**src/rtl/trap_ctrl_pkg.sv**
```systemverilog
// Shared definitions for the trap/redirect sequencer and the fetch unit:
// state encoding, datapath width and the default boot vector.
package trap_ctrl_pkg;

  localparam int unsigned XLEN    = 32;
  localparam int unsigned STATE_W = 3;

  localparam logic [STATE_W-1:0] TRAP_RST      = 3'd0;
  localparam logic [STATE_W-1:0] TRAP_BOOT     = 3'd1;
  localparam logic [STATE_W-1:0] TRAP_RUN      = 3'd2;
  localparam logic [STATE_W-1:0] TRAP_INT_REQ  = 3'd3;
  localparam logic [STATE_W-1:0] TRAP_DRAIN    = 3'd4;
  localparam logic [STATE_W-1:0] TRAP_REDIRECT = 3'd5;
  localparam logic [STATE_W-1:0] TRAP_SETTLE   = 3'd6;

  localparam logic [XLEN-1:0] DEFAULT_RESET_PC = 32'h8000_0000;

  typedef enum logic [STATE_W-1:0] {
    ST_RST      = TRAP_RST,
    ST_BOOT     = TRAP_BOOT,
    ST_RUN      = TRAP_RUN,
    ST_INT_REQ  = TRAP_INT_REQ,
    ST_DRAIN    = TRAP_DRAIN,
    ST_REDIRECT = TRAP_REDIRECT,
    ST_SETTLE   = TRAP_SETTLE
  } trap_state_e;

endpackage

```
**src/rtl/trap_ctrl_if.sv**
```systemverilog
// Core-side bundle of the trap sequencer: WB/CSR/bus status in, pipeline
// control and fetch redirect handshake out.
interface trap_ctrl_if;
  import trap_ctrl_pkg::*;

  logic            wb_valid_i;
  logic            exc_taken_i;
  logic [XLEN-1:0] exc_ret_addr_i;
  logic            int_pending_i;
  logic            mem_busy_i;
  logic            redir_ready_i;
  logic            int_take_o;
  logic            stall_o;
  logic            flush_o;
  logic            redir_valid_o;
  logic [XLEN-1:0] redir_addr_o;
  logic [XLEN-1:0] trap_count_o;
  logic            busy_o;

  // Core / fetch side
  modport master (
    output wb_valid_i, exc_taken_i, exc_ret_addr_i, int_pending_i,
           mem_busy_i, redir_ready_i,
    input  int_take_o, stall_o, flush_o, redir_valid_o, redir_addr_o,
           trap_count_o, busy_o
  );

  // Sequencer side
  modport slave (
    input  wb_valid_i, exc_taken_i, exc_ret_addr_i, int_pending_i,
           mem_busy_i, redir_ready_i,
    output int_take_o, stall_o, flush_o, redir_valid_o, redir_addr_o,
           trap_count_o, busy_o
  );
endinterface

```
**src/rtl/trap_ctrl.sv**
```systemverilog
// Trap / xRET / interrupt sequencer: freezes and flushes IF..MEM, waits for
// the data bus to drain, then hands the new fetch address to the fetch unit.
module trap_ctrl
  import trap_ctrl_pkg::*;
#(
  parameter logic [XLEN-1:0] RESET_PC      = DEFAULT_RESET_PC,
  parameter int unsigned     SETTLE_CYCLES = 2
) (
  input  logic        clk_i,
  input  logic        rst_i,
  trap_ctrl_if.slave  bus
);

  localparam int unsigned CNT_W = 3;
  localparam logic [CNT_W-1:0] SETTLE_LOAD =
    (SETTLE_CYCLES == 0) ? CNT_W'(0) : CNT_W'(SETTLE_CYCLES - 1);

  trap_state_e     state_q, state_d;
  logic [XLEN-1:0] addr_q, addr_d;
  logic [XLEN-1:0] count_q, count_d;
  logic [CNT_W-1:0] settle_q, settle_d;
  logic            trigger_c;

  assign trigger_c = bus.wb_valid_i & bus.exc_taken_i;

  // State, redirect address, trap counter and settle counter
  always_ff @(posedge clk_i or negedge rst_i) begin
    if (!rst_i) begin
      state_q  <= ST_RST;
      addr_q   <= '0;
      count_q  <= '0;
      settle_q <= '0;
    end else begin
      state_q  <= state_d;
      addr_q   <= addr_d;
      count_q  <= count_d;
      settle_q <= settle_d;
    end
  end

  // Next-state and datapath updates
  always_comb begin
    state_d  = state_q;
    addr_d   = addr_q;
    count_d  = count_q;
    settle_d = settle_q;
    case (state_q)
      ST_RST: begin
        state_d = ST_BOOT;
        addr_d  = RESET_PC;
      end
      ST_BOOT: begin
        if (bus.redir_ready_i) state_d = ST_RUN;
      end
      ST_RUN: begin
        if (trigger_c) begin
          addr_d  = bus.exc_ret_addr_i;
          state_d = ST_DRAIN;
        end else if (bus.wb_valid_i && bus.int_pending_i) begin
          state_d = ST_INT_REQ;
        end
      end
      ST_INT_REQ: begin
        if (trigger_c) begin
          addr_d  = bus.exc_ret_addr_i;
          state_d = ST_DRAIN;
        end else begin
          state_d = ST_RUN;
        end
      end
      ST_DRAIN: begin
        if (!bus.mem_busy_i) state_d = ST_REDIRECT;
      end
      ST_REDIRECT: begin
        if (bus.redir_ready_i) begin
          count_d = count_q + XLEN'(1);
          if (SETTLE_CYCLES == 0) begin
            state_d = ST_RUN;
          end else begin
            state_d  = ST_SETTLE;
            settle_d = SETTLE_LOAD;
          end
        end
      end
      ST_SETTLE: begin
        if (settle_q == '0) state_d = ST_RUN;
        else                settle_d = settle_q - CNT_W'(1);
      end
      default: state_d = ST_RST;
    endcase
  end

  // Moore decode; only the RUN trigger term reaches stall/flush combinationally.
  // RST itself keeps the pipeline controls low so every output but busy is 0.
  logic hold_c;
  assign hold_c = ((state_q == ST_RUN) && trigger_c) ||
                  ((state_q != ST_RUN) && (state_q != ST_RST));

  assign bus.int_take_o    = (state_q == ST_INT_REQ);
  assign bus.stall_o       = hold_c;
  assign bus.flush_o       = hold_c;
  assign bus.redir_valid_o = (state_q == ST_BOOT) || (state_q == ST_REDIRECT);
  assign bus.redir_addr_o  = addr_q;
  assign bus.trap_count_o  = count_q;
  assign bus.busy_o        = (state_q != ST_RUN);

endmodule

```
**src/flat_wrapper.sv**
```systemverilog
// flat-port wrapper written by rule: the top's interface ports become plain ports
module trap_ctrl_flat import trap_ctrl_pkg::*;
#(
  parameter logic [XLEN-1:0] RESET_PC      = DEFAULT_RESET_PC,
  parameter int unsigned     SETTLE_CYCLES = 2
)
  (clk_i, rst_i, bus_wb_valid_i, bus_exc_taken_i, bus_exc_ret_addr_i, bus_int_pending_i, bus_mem_busy_i, bus_redir_ready_i, bus_int_take_o, bus_stall_o, bus_flush_o, bus_redir_valid_o, bus_redir_addr_o, bus_trap_count_o, bus_busy_o);
  trap_ctrl_if bus_i ();
  input  logic clk_i;
  input  logic rst_i;
  input wire logic [$bits(bus_i.wb_valid_i)-1:0] bus_wb_valid_i;
  input wire logic [$bits(bus_i.exc_taken_i)-1:0] bus_exc_taken_i;
  input wire logic [$bits(bus_i.exc_ret_addr_i)-1:0] bus_exc_ret_addr_i;
  input wire logic [$bits(bus_i.int_pending_i)-1:0] bus_int_pending_i;
  input wire logic [$bits(bus_i.mem_busy_i)-1:0] bus_mem_busy_i;
  input wire logic [$bits(bus_i.redir_ready_i)-1:0] bus_redir_ready_i;
  output wire logic [$bits(bus_i.int_take_o)-1:0] bus_int_take_o;
  output wire logic [$bits(bus_i.stall_o)-1:0] bus_stall_o;
  output wire logic [$bits(bus_i.flush_o)-1:0] bus_flush_o;
  output wire logic [$bits(bus_i.redir_valid_o)-1:0] bus_redir_valid_o;
  output wire logic [$bits(bus_i.redir_addr_o)-1:0] bus_redir_addr_o;
  output wire logic [$bits(bus_i.trap_count_o)-1:0] bus_trap_count_o;
  output wire logic [$bits(bus_i.busy_o)-1:0] bus_busy_o;
  assign bus_i.wb_valid_i = bus_wb_valid_i;
  assign bus_i.exc_taken_i = bus_exc_taken_i;
  assign bus_i.exc_ret_addr_i = bus_exc_ret_addr_i;
  assign bus_i.int_pending_i = bus_int_pending_i;
  assign bus_i.mem_busy_i = bus_mem_busy_i;
  assign bus_i.redir_ready_i = bus_redir_ready_i;
  assign bus_int_take_o = bus_i.int_take_o;
  assign bus_stall_o = bus_i.stall_o;
  assign bus_flush_o = bus_i.flush_o;
  assign bus_redir_valid_o = bus_i.redir_valid_o;
  assign bus_redir_addr_o = bus_i.redir_addr_o;
  assign bus_trap_count_o = bus_i.trap_count_o;
  assign bus_busy_o = bus_i.busy_o;
  trap_ctrl #(.RESET_PC(RESET_PC), .SETTLE_CYCLES(SETTLE_CYCLES)) u_core (.clk_i(clk_i), .rst_i(rst_i), .bus(bus_i));
endmodule
```
**config.mk**
```make
export PLATFORM = sky130hd
export DESIGN_NAME = trap_ctrl_flat
export DESIGN_NICKNAME = d
export VERILOG_FILES = /design/src/rtl/trap_ctrl_pkg.sv /design/src/rtl/trap_ctrl_if.sv /design/src/rtl/trap_ctrl.sv /design/src/flat_wrapper.sv
export SDC_FILE = /design/constraint.sdc
export NUM_CORES = 1
export LEC_CHECK = 0
export ABC_AREA = 1
export CAP_MARGIN = 20
export CORE_ASPECT_RATIO = 1.75
export CORE_MARGIN = 2
export CORE_UTILIZATION = 51
export DETAILED_ROUTE_END_ITERATION = 7
export GPL_TIMING_DRIVEN = 0
export PLACE_DENSITY = 0.86
export SLEW_MARGIN = 20
export SYNTH_ARGS = -nofsm -noshare
export SYNTH_HDL_FRONTEND = slang
export SYNTH_SLANG_ARGS = --single-unit
```
**constraint.sdc**
```tcl
create_clock -name clk_i -period 2.3 [get_ports clk_i]
set_input_delay 0.46 -clock clk_i [delete_from_list [all_inputs] [get_ports clk_i]]
set_output_delay 0.46 -clock clk_i [all_outputs]
set_load 0.02 [all_outputs]
```
==> out/results.ini, run 1 <==
[sta]
fin_tns_setup_ps = 0
setup_violations = 0
rsz0062_at_grt = no
period_needed_ps = 2200
worst_pin_slew_ps = 435
finClkSkew_ps = 5.21
period_share = 0.955
relSlewSlack = 0.710
slew_viol_final = 0
whs_ps = 36.7
hold_viol_final = 0
max_freq_ghz = 0.455

[route]
ant_nets = 0
wl_per_cell_um = 13.7
vias = 3245
via_per_inst = 5.13
routed_wirelength_um = 8680
drc = 0
drtIter0Drc = 126
drt_pre_antenna_iters = 4

[clocking]
clock_tree.buffer_depth = 2
cts_inserted_buffers = 9
h-tree-depth = 3
cts_tree = built
root_buffer = clkbuf_16
path_clk_slew_ps = 50
cts_setup_buffers = 0
clock_sinks = 70
clk_latency_ps = 330

[layout]
area_delta_synth_final_pct = 40.4
num-nets-final = 586
drive_gt1_frac = 0.135
diodes = 0
fin_cells = 633
regArea_um2 = 1750
multi_input_area_um2 = 1600
fin_util = 0.743
fill_cells = 491

[logic_synthesis]
yosysWarningCount = 0
avgSynthCellArea_um2 = 8.54
synth_edf_count = 0
synth_most_common_cell = nand2_1
async_reset_ff_frac = 1.00
netlist_instances = 425
yosys-top-cells-area = dfrtp_1 (48%), nand2_1 (11%), nor2_1 (7.0%)
synthDistinctLibCells = 30
synth_area_um2 = 3630
ys_ff_latch = 70
synth_largest_area_cell = dfrtp_1
ys_top_cells_by_count = nand2_1 (107), dfrtp_1 (70), nor2_1 (68)
synthDominantCellAreaShare = 0.483
synthFlopType = dfrtp_1
yosysSeqAreaShare = 0.483
syn_nets = 467

[global_routing]
antenna_found_initial = 0
grt_pass1_wl_um = 14200
grtUsageTotal = 0.243
grt_max_degree = 46
overflow = 0
grt_pass1_vias = 3217

[die]
die_x_um = 67.8
dieArea_um2 = 7830
initial_core_util = 0.529
core-area_um2 = 6860
ios = 108
rows = 40
chipHeight_um = 116

[setup_path]
critPathRequiredTime_ps = 1840
crit_path_max_incr_delay_ps = 620
crit_path_top_delay_cell = clkdlybuf4s50_1
crit_path_end_kind = output port
crit_buf_inv = 4
crit_chain = buf_6 -> inv_2 -> nand2_4 -> inv_1 -> clkdlybuf4s50_1
path_max_fanout = 9
cp.arrival_ps = 1740
crit_path_start_kind = register
cp_top_family = buffers and inverters
worstSetupPathType = reg2out
worst-r2r-setup-slack_ps = 590

[run]
drv_cap = 0

[pwr]
p_per_area_nw_per_um2 = 1120
peakVddDrop_mv = 0.921
cellLeakagePower_nw = 2.32

[placed_design]
portBuffers = 107
dp_cells = 617
gp_congestion = 0.915
dpl.hpwl_um = 6620

[hold_path]
hp-class = in2async

[status]
outcome = finished, final reports clean

area by class of cell:
cell class | instances | area share
Clock buffer | 13 | 0.0491
Multi-Input combinational cell | 299 | 0.315
Sequential cell | 70 | 0.344
Buffer | 13 | 0.0221
Tap cell | 84 | 0.0206
Clock inverter | 3 | 0.00393
Timing Repair Buffer | 108 | 0.214
Inverter | 43 | 0.0317
layout by cell type, fill, tap and decap left out, types with 10 or more instances in the layout:
cell type	n
nand3_1	25
dfrtp_1	70
inv_1	41
xnor2_1	10
nand2_1	107
nor2_1	68
a21oi_2	28
clkdlybuf4s50_1	102
xor2_1	12
path summary, 6_finish.rpt:
path	from	to	cells after the start
max in group asynchronous	rst_i	u_core.bus.trap_count_o[23]	2
max	u_core.state_q[1]	bus_redir_valid_o	5
max reg2reg	u_core.bus.trap_count_o[0]	u_core.bus.trap_count_o[22]	7
min reg2reg	u_core.bus.trap_count_o[26]	u_core.bus.trap_count_o[26]	2
min	rst_i	u_core.bus.trap_count_o[12]	1
min in group clk_i	u_core.bus.trap_count_o[26]	u_core.bus.trap_count_o[26]	2
per-stage QoR:
step	total power, mW	setup slack, ps	area [um2]
floorplan	3.44	688	3630
global placement	4.42	-1570	4810
detailed placement	4.51	-235	4830
CTS	5.78	21.2	5100
global route	6.06	18.1	5100
finish	5.71	103	5100
per-layer routing:
layer	track usage	vias up	part of all wire
met2	0.432	129	0.53
met4	0.112	0	0.029
met3	0.103	20	0.092
met5	0	-	0
li1	-	1576	-
met1	0.235	1520	0.35
registers in the layout (all words and copies together), names as in the netlist:
name and count:
u_core.bus.redir_addr_o 32, u_core.bus.trap_count_o 32, u_core.settle_q 3, u_core.state_q 3
power by group:
part / switching (mW) / internal [mW]
clock: 0.497 / 0.757
combinational: 1.50 / 1.16
sequential: 0.205 / 1.60
repair_timing:
| item | CTS | global route |
|---|---|---|
| gates resized for setup | 3 | 3 |
| setup endpoints to repair | 3 | 2 |
| hold buffers | 0 | 0 |
worst register-to-register path, stage by stage, from the launching register on:
cell and delay, ps:
dfrtp_1 460, ha_1 200, inv_1 40, nor2_1 240, nand3_2 200, nor2_4 210
nand2_1 90, xor2_1 150
cell families (layout without fill, tap and decap cells):
family	after synthesis	count (layout)	share of synthesized area
simple gates	232	232	0.288
compound gates	42	42	0.0903
xor+xnor	22	22	0.0531
buf+inv	56	180	0.0755
flops	70	70	0.483
fa+ha+maj	3	3	0.0103
Note: power is estimated with default switching activity, not from simulation.
==> run 2, diff against run 1 <==
Settings changed: ABC_AREA 1 to unset, CORE_UTILIZATION 51 to 48, PLACE_DENSITY 0.86 to 0.93, SKIP_LAST_GASP set to 1.
==> out/results.ini, run 2 <==
[status]
outcome = finished, final reports clean

[route]
drtIter0Drc = 152  ; +21%
drt-met1-wl_um = 2640  ; -14%
met2WireLength_um = 3830  ; -16%
drt_pre_antenna_iters = 4  ; unchanged
vias = 2600  ; -20%
wl_met3_um = 657  ; -17%
ant_nets = 0  ; unchanged
drc = 0  ; unchanged
topRoutingLayerUsed = met4
via_per_inst = 5.13  ; about the same
wl_per_cell_um = 14.3  ; +4.6%
routed_wirelength_um = 7270  ; -16%

[die]
die_x_um = 64.3  ; -5.2%
initial_core_util = 0.494  ; -0.0359
rows = 38  ; -5.0%
dieArea_um2 = 7030  ; -10%
core-area_um2 = 6180  ; -9.9%
chipHeight_um = 109  ; -5.3%
ios = 108  ; unchanged

[sta]
slew_viol_final = 0  ; unchanged
rsz0062_at_grt = yes
worst_pin_slew_ps = 653  ; +219 ps
whs_ps = 481  ; +444 ps
hold_viol_final = 0  ; unchanged
setup_violations = 0  ; unchanged
max_freq_ghz = 0.448  ; -1.6%
relSlewSlack = 0.563  ; -0.147
period_share = 0.971  ; +0.0153
fin_ws_ps = 67.3  ; -35.3 ps
finClkSkew_ps = 8.53  ; +3.32 ps
fin_tns_setup_ps = 0  ; unchanged
period_needed_ps = 2230  ; +35.3 ps

[layout]
fin_util = 0.727  ; -0.0159
most-common-layout-cells = clkdlybuf4s50_1 (99), nand2_1 (85), dfrtp_1 (70)
drive_gt1_frac = 0.0796  ; -0.0552
area_delta_synth_final_pct = 47.4
final_common_cell = clkdlybuf4s50_1
fin_cells = 507  ; -20%
design_area_um2 = 4500  ; -12%
diodes = 0  ; unchanged
num-nets-final = 464  ; -21%

[global_routing]
grt_max_degree = 62  ; +35%
grt_pass1_wl_um = 12100  ; -15%
antenna_found_initial = 0  ; unchanged
grtUsageTotal = 0.225  ; -0.0180
grt_pass1_vias = 2673  ; -17%
overflow = 0  ; unchanged

[pwr]
power.total_mw = 4.53  ; -21%
peakVddDrop_mv = 0.718  ; -22%
cellLeakagePower_nw = 1.98  ; -15%
switching_power_mw = 1.62  ; -26%
pwr-share-comb = 0.381  ; -0.084
p_per_area_nw_per_um2 = 1010  ; -10%
pwr-share-clk = 0.251  ; +0.031
swShare = 0.357  ; -0.0273
p_int_mw = 2.91  ; -17%
power_frac_seq = 0.368  ; +0.053

[clocking]
h-tree-depth = 3  ; unchanged
clk_latency_ps = 350  ; +20 ps
clock_tree.buffer_depth = 2  ; unchanged
cts_setup_buffers = 0  ; unchanged
path_clk_slew_ps = 70  ; +20 ps
cts_inserted_buffers = 9  ; unchanged
cts_tree = built
root_buffer = clkbuf_8
clock_sinks = 70  ; unchanged

[logic_synthesis]
ys_ff_latch = 70  ; unchanged
synth_area_um2 = 3050  ; -16%
async_reset_ff_frac = 1.00  ; unchanged
avgSynthCellArea_um2 = 10.1  ; +18%
yosysWarningCount = 0  ; unchanged
synth_most_common_cell = nand2_1
yosys-top-cells-area = dfrtp_1 (57%), nand2_1 (10%), xnor2_1 (7.5%)
syn_nets = 344  ; -26%
yosysSeqAreaShare = 0.574  ; +0.0916
synth_edf_count = 0  ; unchanged
synth_largest_area_cell = dfrtp_1
synthDominantCellAreaShare = 0.574  ; +0.0916
synthDistinctLibCells = 34  ; +13%
netlist_instances = 302  ; -29%
ys_top_cells_by_count = nand2_1 (85), dfrtp_1 (70), o21ai_0 (33)
synthFlopType = dfrtp_1

[hold_path]
hp-class = reg2reg

[placed_design]
placed_area_um2 = 4250  ; -12%
gp_congestion = 0.769  ; -16%
portBuffers = 107  ; unchanged
place_ws_ps = -374  ; -139 ps
dp_cells = 490  ; -21%
dpl.hpwl_um = 5500  ; -17%

[setup_path]
path_max_fanout = 10  ; +1
cp.arrival_ps = 1770  ; +30 ps
critPathRequiredTime_ps = 1840  ; about the same
crit_path_end_kind = output port
crit_path_start_kind = register
worstSetupPathType = reg2out

[run]
drv_cap = 0  ; unchanged

## run 2: cell count changes after synthesis, moves of 5 or more
| cell | delta |
|---|---|
| o21ai_0 | +28 |
| nor2_2 | -5 |
| nor2_1 | -58 |
| a21oi_2 | -28 |
| xor2_1 | -5 |
| nand3_1 | -16 |
| and3_1 | +5 |
| xnor2_1 | +16 |
| nand2_1 | -22 |
| clkbuf_1 | +7 |
| buf_6 | -6 |
| a21oi_1 | -5 |
| inv_1 | -38 |
## run 2: area by class of cell
cell class	count	area [um2]
Sequential cell	70	1750
Fill cell	438	1690
Multi-Input combinational cell	216	1230
Timing Repair Buffer	109	1100
Clock buffer	13	169
Tap cell	80	100
Buffer	13	66.3
Clock inverter	3	65.1
Inverter	3	11.3
## run 2: logic make-up (layout without fill, tap and decap cells)
kind of cell,after synthesis,in the layout,synth area share
flops,70,70,0.574
simple gates,140,140,0.224
buf+inv,16,141,0.0234
mux,1,1,0.00328
fa+ha+maj,3,3,0.0123
xor+xnor,33,33,0.0948
compound gates,39,39,0.0681
## run 2: power by group through the flow
stage	sequential [mW]	combinational [mW]	clock [mW]
floorplan	1.88	0.747	0
global placement	1.67	1.69	0
detailed placement	1.68	1.76	0
CTS	1.66	1.74	1.16
global route	1.69	1.91	1.21
finish	1.66	1.73	1.14
## run 2: final timing paths
| check | from | end | slack (ps) | cells past startpoint |
|---|---|---|---|---|
| max in group asynchronous | rst_i | u_core.bus.trap_count_o[31] | 1290 | 3 |
| min reg2reg | u_core.bus.redir_addr_o[5] | u_core.bus.redir_addr_o[5] | 480 | 2 |
| min | u_core.bus.redir_addr_o[5] | u_core.bus.redir_addr_o[5] | 480 | 2 |
| max | u_core.state_q[2] | bus_stall_o | 70 | 4 |
| max reg2reg | u_core.state_q[1] | u_core.bus.trap_count_o[23] | 290 | 6 |
| min in group asynchronous | rst_i | u_core.bus.trap_count_o[21] | 500 | 2 |
## run 2: worst max-delay path, stage by stage, from the launching register on
cell and delay, ps:
dfrtp_1 410, clkbuf_2 200, or3_2 530, buf_4 150, buf_2 150
## run 2: what timing repair did
item | 4_1_cts | 5_1_grt
gates resized for setup | 14 | 6
hold endpoints to repair | 9 | 0
hold buffers | 1 | 0
gates cloned | 0 | 0
endpoints found under the setup margin | 5 | 3
## run 2: metal layers
metal,GRT usage,up-vias
li1,-,1247
met3,0.0931,11
met2,0.400,106
met1,0.234,1236
met5,0,-
met4,0.0866,0
